File: src/rtl/block_pixel_render_if.sv
// Pixel-render bus: VGA timing in, board memory / sprite ROM ports, RGB and delayed syncs out.
// master = environment (timing generator, memories, DAC); slave = render stage.
interface block_pixel_render_if;
    logic [9:0]  DrawX;
    logic [9:0]  DrawY;
    logic        BLANK_N_in;
    logic        HS_in;
    logic        VS_in;
    logic [7:0]  CELL_ADDR;
    logic [1:0]  CELL_STYLE;
    logic [2:0]  CELL_PIECE;
    logic [5:0]  SPRITE_ADDR;
    logic [31:0] SPRITE_DATA;
    logic [7:0]  RED;
    logic [7:0]  GREEN;
    logic [7:0]  BLUE;
    logic        BLANK_N_out;
    logic        HS_out;
    logic        VS_out;

    // There is no valid/ready handshake: one pixel enters and one leaves on every clock,
    // and every output lags its input by a fixed four edges.
    modport master (
        output DrawX, DrawY, BLANK_N_in, HS_in, VS_in,
        input  CELL_ADDR,
        output CELL_STYLE, CELL_PIECE,
        input  SPRITE_ADDR,
        output SPRITE_DATA,
        input  RED, GREEN, BLUE, BLANK_N_out, HS_out, VS_out
    );

    modport slave (
        input  DrawX, DrawY, BLANK_N_in, HS_in, VS_in,
        output CELL_ADDR,
        input  CELL_STYLE, CELL_PIECE,
        output SPRITE_ADDR,
        input  SPRITE_DATA,
        output RED, GREEN, BLUE, BLANK_N_out, HS_out, VS_out
    );
endinterface

File: src/rtl/block_pixel_render.sv
// Four-stage pixel render: screen position -> board cell -> sprite row -> palette RGB,
// with HS/VS/BLANK delayed to stay aligned with the colour.
module block_pixel_render #(
    parameter int BOARD_X0 = 240,
    parameter int BOARD_Y0 = 80,
    parameter int COLS     = 10,
    parameter int ROWS     = 20,
    parameter int CELL     = 16
) (
    input  logic                 Clk,
    input  logic                 Reset,
    block_pixel_render_if.slave  bus
);
    localparam logic [10:0] X_BEG = 11'(BOARD_X0);
    localparam logic [10:0] X_END = 11'(BOARD_X0 + COLS * CELL);
    localparam logic [10:0] Y_BEG = 11'(BOARD_Y0);
    localparam logic [10:0] Y_END = 11'(BOARD_Y0 + ROWS * CELL);

    // Bounds are checked on the raw coordinates so a pixel left of / above the board
    // cannot wrap into it through the subtraction below.
    logic       w_in_board;
    logic [9:0] w_off_x;
    logic [9:0] w_off_y;
    logic [7:0] w_cell_idx;

    assign w_in_board = ({1'b0, bus.DrawX} >= X_BEG) && ({1'b0, bus.DrawX} < X_END) &&
                        ({1'b0, bus.DrawY} >= Y_BEG) && ({1'b0, bus.DrawY} < Y_END);
    assign w_off_x    = bus.DrawX - 10'(BOARD_X0);
    assign w_off_y    = bus.DrawY - 10'(BOARD_Y0);
    assign w_cell_idx = 8'(({2'b00, w_off_y[9:4]} * 8'(COLS)) + {2'b00, w_off_x[9:4]});

    // Stage 1
    logic [7:0] r_cell_addr;
    logic       r_s1_in_board, r_s1_blank_n, r_s1_hs, r_s1_vs;
    logic [3:0] r_s1_px, r_s1_py;
    // Stage 2
    logic       r_s2_in_board, r_s2_blank_n, r_s2_hs, r_s2_vs;
    logic [3:0] r_s2_px, r_s2_py;
    // Stage 3
    logic       r_s3_in_board, r_s3_blank_n, r_s3_hs, r_s3_vs;
    logic [1:0] r_s3_code;
    logic [2:0] r_s3_piece;
    // Stage 4
    logic [23:0] r_rgb;
    logic        r_blank_n_out, r_hs_out, r_vs_out;

    always_ff @(posedge Clk) begin
        if (Reset) begin
            r_cell_addr   <= '0;
            r_s1_in_board <= 1'b0;
            r_s1_blank_n  <= 1'b0;
            r_s1_hs       <= 1'b1;
            r_s1_vs       <= 1'b1;
            r_s1_px       <= '0;
            r_s1_py       <= '0;
        end else begin
            r_cell_addr   <= w_in_board ? w_cell_idx : 8'd0;
            r_s1_in_board <= w_in_board;
            r_s1_blank_n  <= bus.BLANK_N_in;
            r_s1_hs       <= bus.HS_in;
            r_s1_vs       <= bus.VS_in;
            r_s1_px       <= w_off_x[3:0];
            r_s1_py       <= w_off_y[3:0];
        end
    end

    always_ff @(posedge Clk) begin
        if (Reset) begin
            r_s2_in_board <= 1'b0;
            r_s2_blank_n  <= 1'b0;
            r_s2_hs       <= 1'b1;
            r_s2_vs       <= 1'b1;
            r_s2_px       <= '0;
            r_s2_py       <= '0;
        end else begin
            r_s2_in_board <= r_s1_in_board;
            r_s2_blank_n  <= r_s1_blank_n;
            r_s2_hs       <= r_s1_hs;
            r_s2_vs       <= r_s1_vs;
            r_s2_px       <= r_s1_px;
            r_s2_py       <= r_s1_py;
        end
    end

    // Sprite pixel 0 sits in the top two bits, so pixel px starts at bit 30-2*px.
    logic [4:0] w_bit_lo;
    logic [1:0] w_code;

    assign w_bit_lo = 5'd30 - {r_s2_px, 1'b0};
    assign w_code   = 2'(bus.SPRITE_DATA >> w_bit_lo);

    always_ff @(posedge Clk) begin
        if (Reset) begin
            r_s3_in_board <= 1'b0;
            r_s3_blank_n  <= 1'b0;
            r_s3_hs       <= 1'b1;
            r_s3_vs       <= 1'b1;
            r_s3_code     <= '0;
            r_s3_piece    <= '0;
        end else begin
            r_s3_in_board <= r_s2_in_board;
            r_s3_blank_n  <= r_s2_blank_n;
            r_s3_hs       <= r_s2_hs;
            r_s3_vs       <= r_s2_vs;
            r_s3_code     <= w_code;
            r_s3_piece    <= bus.CELL_PIECE;
        end
    end

    function automatic logic [23:0] palette(input logic [2:0] idx);
        case (idx)
            3'd0:    palette = 24'h808080;
            3'd1:    palette = 24'h00FFFF;
            3'd2:    palette = 24'hFFFF00;
            3'd3:    palette = 24'hA000F0;
            3'd4:    palette = 24'h00F000;
            3'd5:    palette = 24'hF00000;
            3'd6:    palette = 24'h0000F0;
            default: palette = 24'hF0A000;
        endcase
    endfunction

    logic [23:0] w_base;
    logic [23:0] w_rgb_next;

    assign w_base = palette(r_s3_piece);

    // Code 01 is the shaded edge of a block: each channel halved independently.
    always_comb begin
        w_rgb_next = 24'h000000;
        if (r_s3_blank_n && r_s3_in_board) begin
            case (r_s3_code)
                2'b00:   w_rgb_next = w_base;
                2'b01:   w_rgb_next = {1'b0, w_base[23:17], 1'b0, w_base[15:9], 1'b0, w_base[7:1]};
                2'b10:   w_rgb_next = 24'h303030;
                default: w_rgb_next = 24'hFFFFFF;
            endcase
        end
    end

    always_ff @(posedge Clk) begin
        if (Reset) begin
            r_rgb         <= '0;
            r_blank_n_out <= 1'b0;
            r_hs_out      <= 1'b1;
            r_vs_out      <= 1'b1;
        end else begin
            r_rgb         <= w_rgb_next;
            r_blank_n_out <= r_s3_blank_n;
            r_hs_out      <= r_s3_hs;
            r_vs_out      <= r_s3_vs;
        end
    end

    assign bus.CELL_ADDR   = r_cell_addr;
    assign bus.SPRITE_ADDR = {bus.CELL_STYLE, r_s2_py};
    assign bus.RED         = r_rgb[23:16];
    assign bus.GREEN       = r_rgb[15:8];
    assign bus.BLUE        = r_rgb[7:0];
    assign bus.BLANK_N_out = r_blank_n_out;
    assign bus.HS_out      = r_hs_out;
    assign bus.VS_out      = r_vs_out;
endmodule
File: src/flat_wrapper.sv
// flat-port wrapper written by rule: the top's interface ports become plain ports
module block_pixel_render_flat 
#(
    parameter int BOARD_X0 = 240,
    parameter int BOARD_Y0 = 80,
    parameter int COLS     = 10,
    parameter int ROWS     = 20,
    parameter int CELL     = 16
)
  (Clk, Reset, bus_DrawX, bus_DrawY, bus_BLANK_N_in, bus_HS_in, bus_VS_in, bus_CELL_ADDR, bus_CELL_STYLE, bus_CELL_PIECE, bus_SPRITE_ADDR, bus_SPRITE_DATA, bus_RED, bus_GREEN, bus_BLUE, bus_BLANK_N_out, bus_HS_out, bus_VS_out);
  block_pixel_render_if bus_i ();
  input  logic Clk;
  input  logic Reset;
  input wire logic [$bits(bus_i.DrawX)-1:0] bus_DrawX;
  input wire logic [$bits(bus_i.DrawY)-1:0] bus_DrawY;
  input wire logic [$bits(bus_i.BLANK_N_in)-1:0] bus_BLANK_N_in;
  input wire logic [$bits(bus_i.HS_in)-1:0] bus_HS_in;
  input wire logic [$bits(bus_i.VS_in)-1:0] bus_VS_in;
  output wire logic [$bits(bus_i.CELL_ADDR)-1:0] bus_CELL_ADDR;
  input wire logic [$bits(bus_i.CELL_STYLE)-1:0] bus_CELL_STYLE;
  input wire logic [$bits(bus_i.CELL_PIECE)-1:0] bus_CELL_PIECE;
  output wire logic [$bits(bus_i.SPRITE_ADDR)-1:0] bus_SPRITE_ADDR;
  input wire logic [$bits(bus_i.SPRITE_DATA)-1:0] bus_SPRITE_DATA;
  output wire logic [$bits(bus_i.RED)-1:0] bus_RED;
  output wire logic [$bits(bus_i.GREEN)-1:0] bus_GREEN;
  output wire logic [$bits(bus_i.BLUE)-1:0] bus_BLUE;
  output wire logic [$bits(bus_i.BLANK_N_out)-1:0] bus_BLANK_N_out;
  output wire logic [$bits(bus_i.HS_out)-1:0] bus_HS_out;
  output wire logic [$bits(bus_i.VS_out)-1:0] bus_VS_out;
  assign bus_i.DrawX = bus_DrawX;
  assign bus_i.DrawY = bus_DrawY;
  assign bus_i.BLANK_N_in = bus_BLANK_N_in;
  assign bus_i.HS_in = bus_HS_in;
  assign bus_i.VS_in = bus_VS_in;
  assign bus_CELL_ADDR = bus_i.CELL_ADDR;
  assign bus_i.CELL_STYLE = bus_CELL_STYLE;
  assign bus_i.CELL_PIECE = bus_CELL_PIECE;
  assign bus_SPRITE_ADDR = bus_i.SPRITE_ADDR;
  assign bus_i.SPRITE_DATA = bus_SPRITE_DATA;
  assign bus_RED = bus_i.RED;
  assign bus_GREEN = bus_i.GREEN;
  assign bus_BLUE = bus_i.BLUE;
  assign bus_BLANK_N_out = bus_i.BLANK_N_out;
  assign bus_HS_out = bus_i.HS_out;
  assign bus_VS_out = bus_i.VS_out;
  block_pixel_render #(.BOARD_X0(BOARD_X0), .BOARD_Y0(BOARD_Y0), .COLS(COLS), .ROWS(ROWS), .CELL(CELL)) u_core (.Clk(Clk), .Reset(Reset), .bus(bus_i));
endmodule
File: config.mk
export PLATFORM = sky130hd
export DESIGN_NAME = block_pixel_render_flat
export DESIGN_NICKNAME = d
export VERILOG_FILES = /design/src/rtl/block_pixel_render_if.sv /design/src/rtl/block_pixel_render.sv /design/src/flat_wrapper.sv
export SDC_FILE = /design/constraint.sdc
export NUM_CORES = 1
export LEC_CHECK = 0
export ABC_AREA = 0
export BUFFER_PORTS_ARGS = -buffer_cell sky130_fd_sc_hd__buf_2
export CAP_MARGIN = 40
export CORE_MARGIN = 4
export CORE_UTILIZATION = 35
export DETAILED_ROUTE_END_ITERATION = 7
export SLEW_MARGIN = 10
export SYNTH_ARGS = -nofsm -noshare
export SYNTH_HDL_FRONTEND = slang
export SYNTH_SLANG_ARGS = --single-unit
File: constraint.sdc
create_clock -name Clk -period 3.2 [get_ports Clk]
set_input_delay 0.32 -clock Clk [delete_from_list [all_inputs] [get_ports Clk]]
set_output_delay 0.32 -clock Clk [all_outputs]
set_load 0.005 [all_outputs]
==> metrics, run 1 <==
Crit Path Class input pin to flip-flop; Clock Latency Late Sink about 0.33 ns; vias in the first global route 2,322; total power roughly 1.8 mW; post-synth net total approximately 380; post-CTS setup buffers 0; first-pass GRT wire length 10,200 µm; Seq/Total Area, Yosys 0.429; Worst EP required roughly 3.5 ns; most frequent cell on the critical path ha_1; max-cap check violation count 0; initial antenna violation count 1; CTS Hold Bufs 0; biggest area consumer among synthesized cells dfxtp_1; CTS Root Cell clkbuf_8; layout cell share with drive strength beyond 1 0.349; FMAX 0.363 GHz; Synth Register Bits 61; Detail Placement HPWL between 4000 and 5000 µm; # setup viols final 0; Cell Rows 32; top-area cell type share of the netlist area 0.429; gr usage total 0.130; Hold Path Class input pin to flip-flop; # nets final 463; minimum clock period between 2 and 3 ns; ANT cells 0; die height 98.2 µm; Antenna Violating Nets Remaining 0; CTS Buffer Depth 2; Clock Skews between 0.004 and 0.005 ns; Total Neg Setup Slack 0 ns; I/O pins 103; transition time at the pin with the least slew margin between 0.5 and 0.6 ns; Buffers on Ports 98; Initial Utilization 0.365; First-pass DRT Iterations 4; Total Wirelength approximately 6000 µm; CTS tree yes; Pins Over Slew Limit 0; Num CTS Buffers 9; post-route setup slack around 0.45 ns; Vias/cell between 4 and 5; 1st-iter DRT viols 67; WL per Instance about 12 µm; post-route design area between 0.003 and 0.004 mm²; pin count of the biggest net entering global routing 37; Post-Syn Instances 291; Overflow after GRT 0; CP endpoint kind flip-flop; unrepaired setup endpoints after global routing no; Cell Area, Synth between 0.002 and 0.003 mm²; Core Box Area approximately 0.008 mm²; die area a little under 0.01 mm²; final hold violations 0; Placement Cell Area between 0.003 and 0.004 mm²; Clock Sink Count between 60 and 70; Worst Path Max Fanout 5; crit share post-route 0.860; status complete, no violations; detailed-route DRC error count 0; Cell variety after synth 36; CP Cell Sequence buf_2 -> inv_1 -> ha_1 -> nor2b_1 -> nand2b_1 -> nand2_1 -> ha_1 -> fa_1 -> ha_1 -> o21a_1 -> o31a_1 -> o21ai_0 -> xnor3_1 -> nor2_1; Startpoint Class input pin; WP data arrival about 3 ns; Synth area leaders dfxtp_1 43%, ha_1 8.8%, mux4_2 7.9%; Finished Core Util 0.454; Die W 98.2 µm; Syn Area/Cell between 9 and 10 µm²; Worst Setup Slack post-DPL between 0.1 and 0.15 ns; Vias 2,254; Syn. warnings 0; Crit path largest cell delay about 0.50 ns; VDD IR max about 0.00026 V; Slew HR 0.608; H-Tree Level Count 3; Slowest-stage cell, CP fa_1; CP delay by family, top adder cells; area delta synth->final 24.5%; Reg clk slew, reported paths 0.07 ns; PD cells 509 mW/mm²; worst path buffer plus inverter count 2; Static Leak around 1.7 nW; Post-CTS Resized 0; GPL Wtd Cong 0.894
-- per-layer routing --
metal | global-route usage | share of wire
met5 | 0 | 0.0012
met1 | 0.144 | 0.42
met4 | 0.0389 | 0.012
met2 | 0.228 | 0.49
met3 | 0.0536 | 0.078
-- Yosys cell counts --
cell type and instances:
nand2b_1 3, ha_1 20, or2_2 8, nor3_1 4
o31a_1 1, a221oi_1 1, and2_1 2, mux2_2 1
fa_1 2, a21o_1 2, xnor2_1 3, nand2_1 13
xor2_1 9, o31ai_1 1, dfxtp_1 61, mux4_2 10
nor4_1 2, a31oi_1 3, o21ai_0 12, nor2b_1 33
o211ai_1 1, o221ai_1 1, a2111oi_2 1, a211o_1 1
nand3_1 3, or3_1 1, o21a_1 1, buf_4 10
a21oi_1 25, a211oi_1 1, xnor3_1 1, buf_1 1
nor2_1 26, clkbuf_1 10, inv_1 16, a41oi_1 1
-- worst paths after layout --
| path | start | endpoint | slack (ns) | cells after the start |
|---|---|---|---|---|
| max | bus_DrawY[4] | u_core.bus.CELL_ADDR[7]$_SDFF_PP0_ | 0.45 | 14 |
| min | bus_VS_in | u_core.r_s1_vs$_SDFF_PP1_ | 0.16 | 2 |
| max reg2reg | u_core.r_s2_px[0]$_SDFF_PP0_ | u_core.r_s3_code[1]$_SDFF_PP0_ | 1.25 | 3 |
| min reg2reg | u_core.r_s1_hs$_SDFF_PP1_ | u_core.r_s2_hs$_SDFF_PP1_ | 0.41 | 1 |
-- registers in the layout (all words and copies together), names as in the netlist, 2 cells and up --
register              cells
u_core.r_s2_py            4
u_core.r_s3_piece         3
u_core.r_s3_code          2
u_core.r_s1_px            4
u_core.r_s1_py            4
u_core.bus.CELL_ADDR      8
u_core.r_s2_px            4
u_core.r_rgb             17
-- layout by cell type, fill, tap and decap left out, drive strengths merged, types with 3 or more instances in the layout --
master  synthesis  layout
ha             20      20
nand2b          3       3
nor3            4       4
mux4           10      10
o21ai          12      12
a31oi           3       3
xor2            9       9
dfxtp          61      61
inv            16      18
nor2b          33      33
xnor2           3       3
buf            11      98
nor2           26      26
a21oi          25      25
nand2          13      13
clkbuf         10       9
or2             8       8
nand3           3       3
-- layout make-up --
class | count | area (µm²)
Fill cell | 783 | 4260
Multi-Input combinational cell | 193 | 1450
Sequential cell | 61 | 1220
Timing Repair Buffer | 98 | 490
Tap cell | 102 | 128
Clock buffer | 9 | 124
Clock inverter | 7 | 72.6
Inverter | 16 | 60.1
-- power by group --
| group | total, mW | internal, mW | switching, mW |
|---|---|---|---|
| logic | 0.339 | 0.169 | 0.170 |
| clock network | 0.669 | 0.361 | 0.307 |
| registers | 0.798 | 0.780 | 0.0173 |
| total | 1.80 | 1.31 | 0.494 |
-- metrics by stage --
| stage | cells | hold WS (ns) |
|---|---|---|
| 6_report | 486 | 0.165 |
| 3_3_place_gp | 470 | 0.391 |
| 4_1_cts | 486 | 0.144 |
| 2_1_floorplan | 291 | 0.389 |
| 3_5_place_dp | 470 | 0.396 |
| 5_1_grt | 486 | 0.150 |
-- cells by family after synthesis --
kind of cell / synth area share
muxes: 0.0830
adders and majority gates: 0.102
and+or+nand+nor: 0.171
buffers and inverters: 0.0620
xor gates and xnor gates: 0.0448
AOI/OAI and AO/OA: 0.108
DFF: 0.429
Note: power is estimated with default switching activity, not from simulation.
==> inputs of run 2 (changes only) <==
- BUFFER_PORTS_ARGS: -buffer_cell sky130_fd_sc_hd__buf_2 -> unset
- DONT_BUFFER_PORTS: unset -> 1
==> run 2 against run 1 <==
Net effect:
- die area unchanged
- first-iteration DRC count decreased by 21%
- sequential share of layout area increased by 5.3 points
- non-clock buffer count decreased by 98
- flip-flop and latch count unchanged
- cell area decreased by 13%
- count of clock-buffer cells in the layout increased by 2
- critical path depth decreased by 1
- critical endpoint unchanged
==> metrics, run 2 (synthesized netlist as in run 1, its figures left out) <==
Cell Rows 32 (unchanged); largest register by flop count u_core.r_rgb (unchanged); Num CTS Buffers 9 (unchanged); vias in the first global route 1,917 (was 2,322); CTS tree yes (unchanged); Slowest-stage cell, CP fa_1 (unchanged); most frequent cells in the layout 61 x dfxtp_1, 33 x nor2b_1, 26 x nor2_1 (was 98 x buf_2, 61 x dfxtp_1, 33 x nor2b_1); CP Cell Sequence inv_1 -> ha_1 -> nor2b_1 -> nand2b_1 -> nand2_1 -> ha_1 -> fa_1 -> ha_1 -> o21a_1 -> o31a_1 -> o21ai_0 -> xnor3_1 -> nor2_1 (was buf_2 -> inv_1 -> ha_1 -> nor2b_1 -> nand2b_1 -> nand2_1 -> ha_1 -> fa_1 -> ha_1 -> o21a_1 -> o31a_1 -> o21ai_0 -> xnor3_1 -> nor2_1); Worst EP required 3.46 ns (was 3.47 ns); Die W 98.2 µm (unchanged); transition time at the pin with the least slew margin 0.514 ns (was 0.589 ns); first-pass GRT wire length 8960 µm (was 10,200 µm); max-cap check violation count 0 (unchanged); CTS Buffer Depth 2 (unchanged); WL per Instance 14.5 µm (was 12.3 µm); most common cell after layout, fill and taps aside dfxtp_1 (was buf_2); Core Box Area 0.00781 mm² (unchanged); CP delay by family, top adder cells (unchanged); most frequent cell on the critical path ha_1 (unchanged); Worst Path Max Fanout 5 (unchanged); Antenna Violating Nets Remaining 0 (unchanged); Initial Utilization 0.365 (unchanged); layout cell share with drive strength beyond 1 0.119 (was 0.349); Clock Sink Count 61 (unchanged); Hold Path Class input pin to flip-flop (unchanged); I/O pins 103 (unchanged); Reg clk slew, reported paths 0.06 ns (was 0.07 ns); worst path buffer plus inverter count 1 (was 2); fin cells 387 (was 486); gr usage total 0.117 (was 0.130); post-CTS setup buffers 0 (unchanged); Vias/cell 4.86 (was 4.64); FMAX 0.383 GHz (was 0.363 GHz); Hold Slack 0.0545 ns (was 0.165 ns); die height 98.2 µm (unchanged); detailed-route DRC error count 0 (unchanged); R2R setup slack 1.31 ns (was 1.25 ns); Worst Reg-to-Reg Cells 3 (unchanged); hold depth 1 (was 2); Static Leak 1.23 nW (was 1.67 nW); # nets final 365 (was 463); First-pass DRT Iterations 6 (was 4); Total Wirelength 5610 µm (was 5970 µm); r2r endpoint u_core.r_s3_code[1]$_SDFF_PP0_ (unchanged); VDD IR max 0.000271 V (was 0.000263 V); Hold Path End u_core.bus.CELL_ADDR[0]$_SDFF_PP0_ (was u_core.r_s1_vs$_SDFF_PP1_); 1st-iter DRT viols 53 (was 67); # setup viols final 0 (unchanged); initial antenna violation count 0 (was 1); crit share post-route 0.816 (was 0.860); min-delay src bus_DrawX[4] (was bus_VS_in); Largest register FFs 17 (unchanged); Clock Latency Late Sink 0.33 ns (about the same); die area 0.00964 mm² (unchanged); Clock Skews 0.0125 ns (was 0.00484 ns); status complete, no violations (unchanged); Crit path largest cell delay 0.49 ns (was 0.50 ns); pin count of the biggest net entering global routing 37 (unchanged); Vias 1,880 (was 2,254); Buffers on Ports 0 (was 98); Slew HR 0.656 (was 0.608); ANT cells 0 (unchanged); minimum clock period 2.61 ns (was 2.75 ns); final hold violations 0 (unchanged); post-route design area 0.00307 mm² (was 0.00355 mm²); GPL Wtd Cong 0.858 (was 0.894); H-Tree Level Count 3 (unchanged); PD cells 593 mW/mm² (was 509 mW/mm²); CTS Hold Bufs 0 (unchanged); area delta synth->final 7.91% (was 24.5%); Overflow after GRT 0 (unchanged); Pins Over Slew Limit 0 (unchanged); Total Neg Setup Slack 0 ns (unchanged); Crit Path Class input pin to flip-flop (unchanged); WP data arrival 2.88 ns (was 3.02 ns); Placement Cell Area 0.00286 mm² (was 0.00335 mm²); unrepaired setup endpoints after global routing no (unchanged); Post-CTS Resized 0 (unchanged); CP endpoint kind flip-flop (unchanged); CTS Root Cell clkbuf_8 (unchanged); Post-Place Cells 372 (was 470); RR Startpoint u_core.r_s2_px[0]$_SDFF_PP0_ (unchanged); Detail Placement HPWL 4340 µm (was 4650 µm); Startpoint Class input pin (unchanged)
-- run 2: changes by cell type in the layout (fill, tap and decap cells not counted) --
cell        previous run  this run
clkbuf_1               0         1
buf_2                 98         0
inv_6                  2         0
clkinv_2               2         1
clkbuf_8               9        10
clkinvlp_4             2         1
bufinv_16              1         2
-- run 2: where the power goes --
group | internal (mW) | switching, mW
combinational | 0.141 | 0.146
sequential | 0.781 | 0.0184
clock | 0.454 | 0.281
-- run 2: worst reg2reg max path: stages (launching register included) --
cell	delay (ns)
dfxtp_1	0.61
mux4_2	0.58
mux4_2	0.45
nor2b_1	0.15
-- run 2: metal layers --
| layer | part of all wire | global-route usage |
|---|---|---|
| met5 | 0 | 0 |
| met4 | 0.0096 | 0.0378 |
| met3 | 0.096 | 0.0657 |
| met2 | 0.50 | 0.195 |
| met1 | 0.40 | 0.127 |
-- run 2: layout make-up --
class	instances	area [µm²]
fillers	802	4730
inverters	16	60.1
multi-input cells	193	1450
clock inverters	4	72.6
clock buffers	11	141
flip-flops and latches	61	1220
well taps	102	128
-- run 2: worst max-delay path by stage --
| stage | start | to | cells past startpoint |
|---|---|---|---|
| finish | bus_DrawY[4] | u_core.bus.CELL_ADDR[7]$_SDFF_PP0_ | 13 |
| global route | bus_DrawY[4] | u_core.bus.CELL_ADDR[7]$_SDFF_PP0_ | 13 |
| CTS | bus_DrawY[4] | u_core.bus.CELL_ADDR[7]$_SDFF_PP0_ | 13 |
| detailed placement | bus_DrawY[4] | u_core.bus.CELL_ADDR[7]$_SDFF_PP0_ | 13 |
| global placement | bus_DrawY[4] | u_core.bus.CELL_ADDR[7]$_SDFF_PP0_ | 13 |
| floorplan | bus_DrawY[4] | u_core.bus.CELL_ADDR[7]$_SDFF_PP0_ | 13 |
-- run 2: stage by stage --
step | utilization | setup WS, ns | power, mW
6_report | 0.394 | 0.589 | 1.82
5_1_grt | 0.394 | 0.437 | 1.92
4_1_cts | 0.394 | 0.614 | 1.85
3_5_place_dp | 0.366 | 0.249 | 1.10
3_3_place_gp | 0.366 | 0.315 | 1.10
2_1_floorplan | - | 0.458 | 1.06
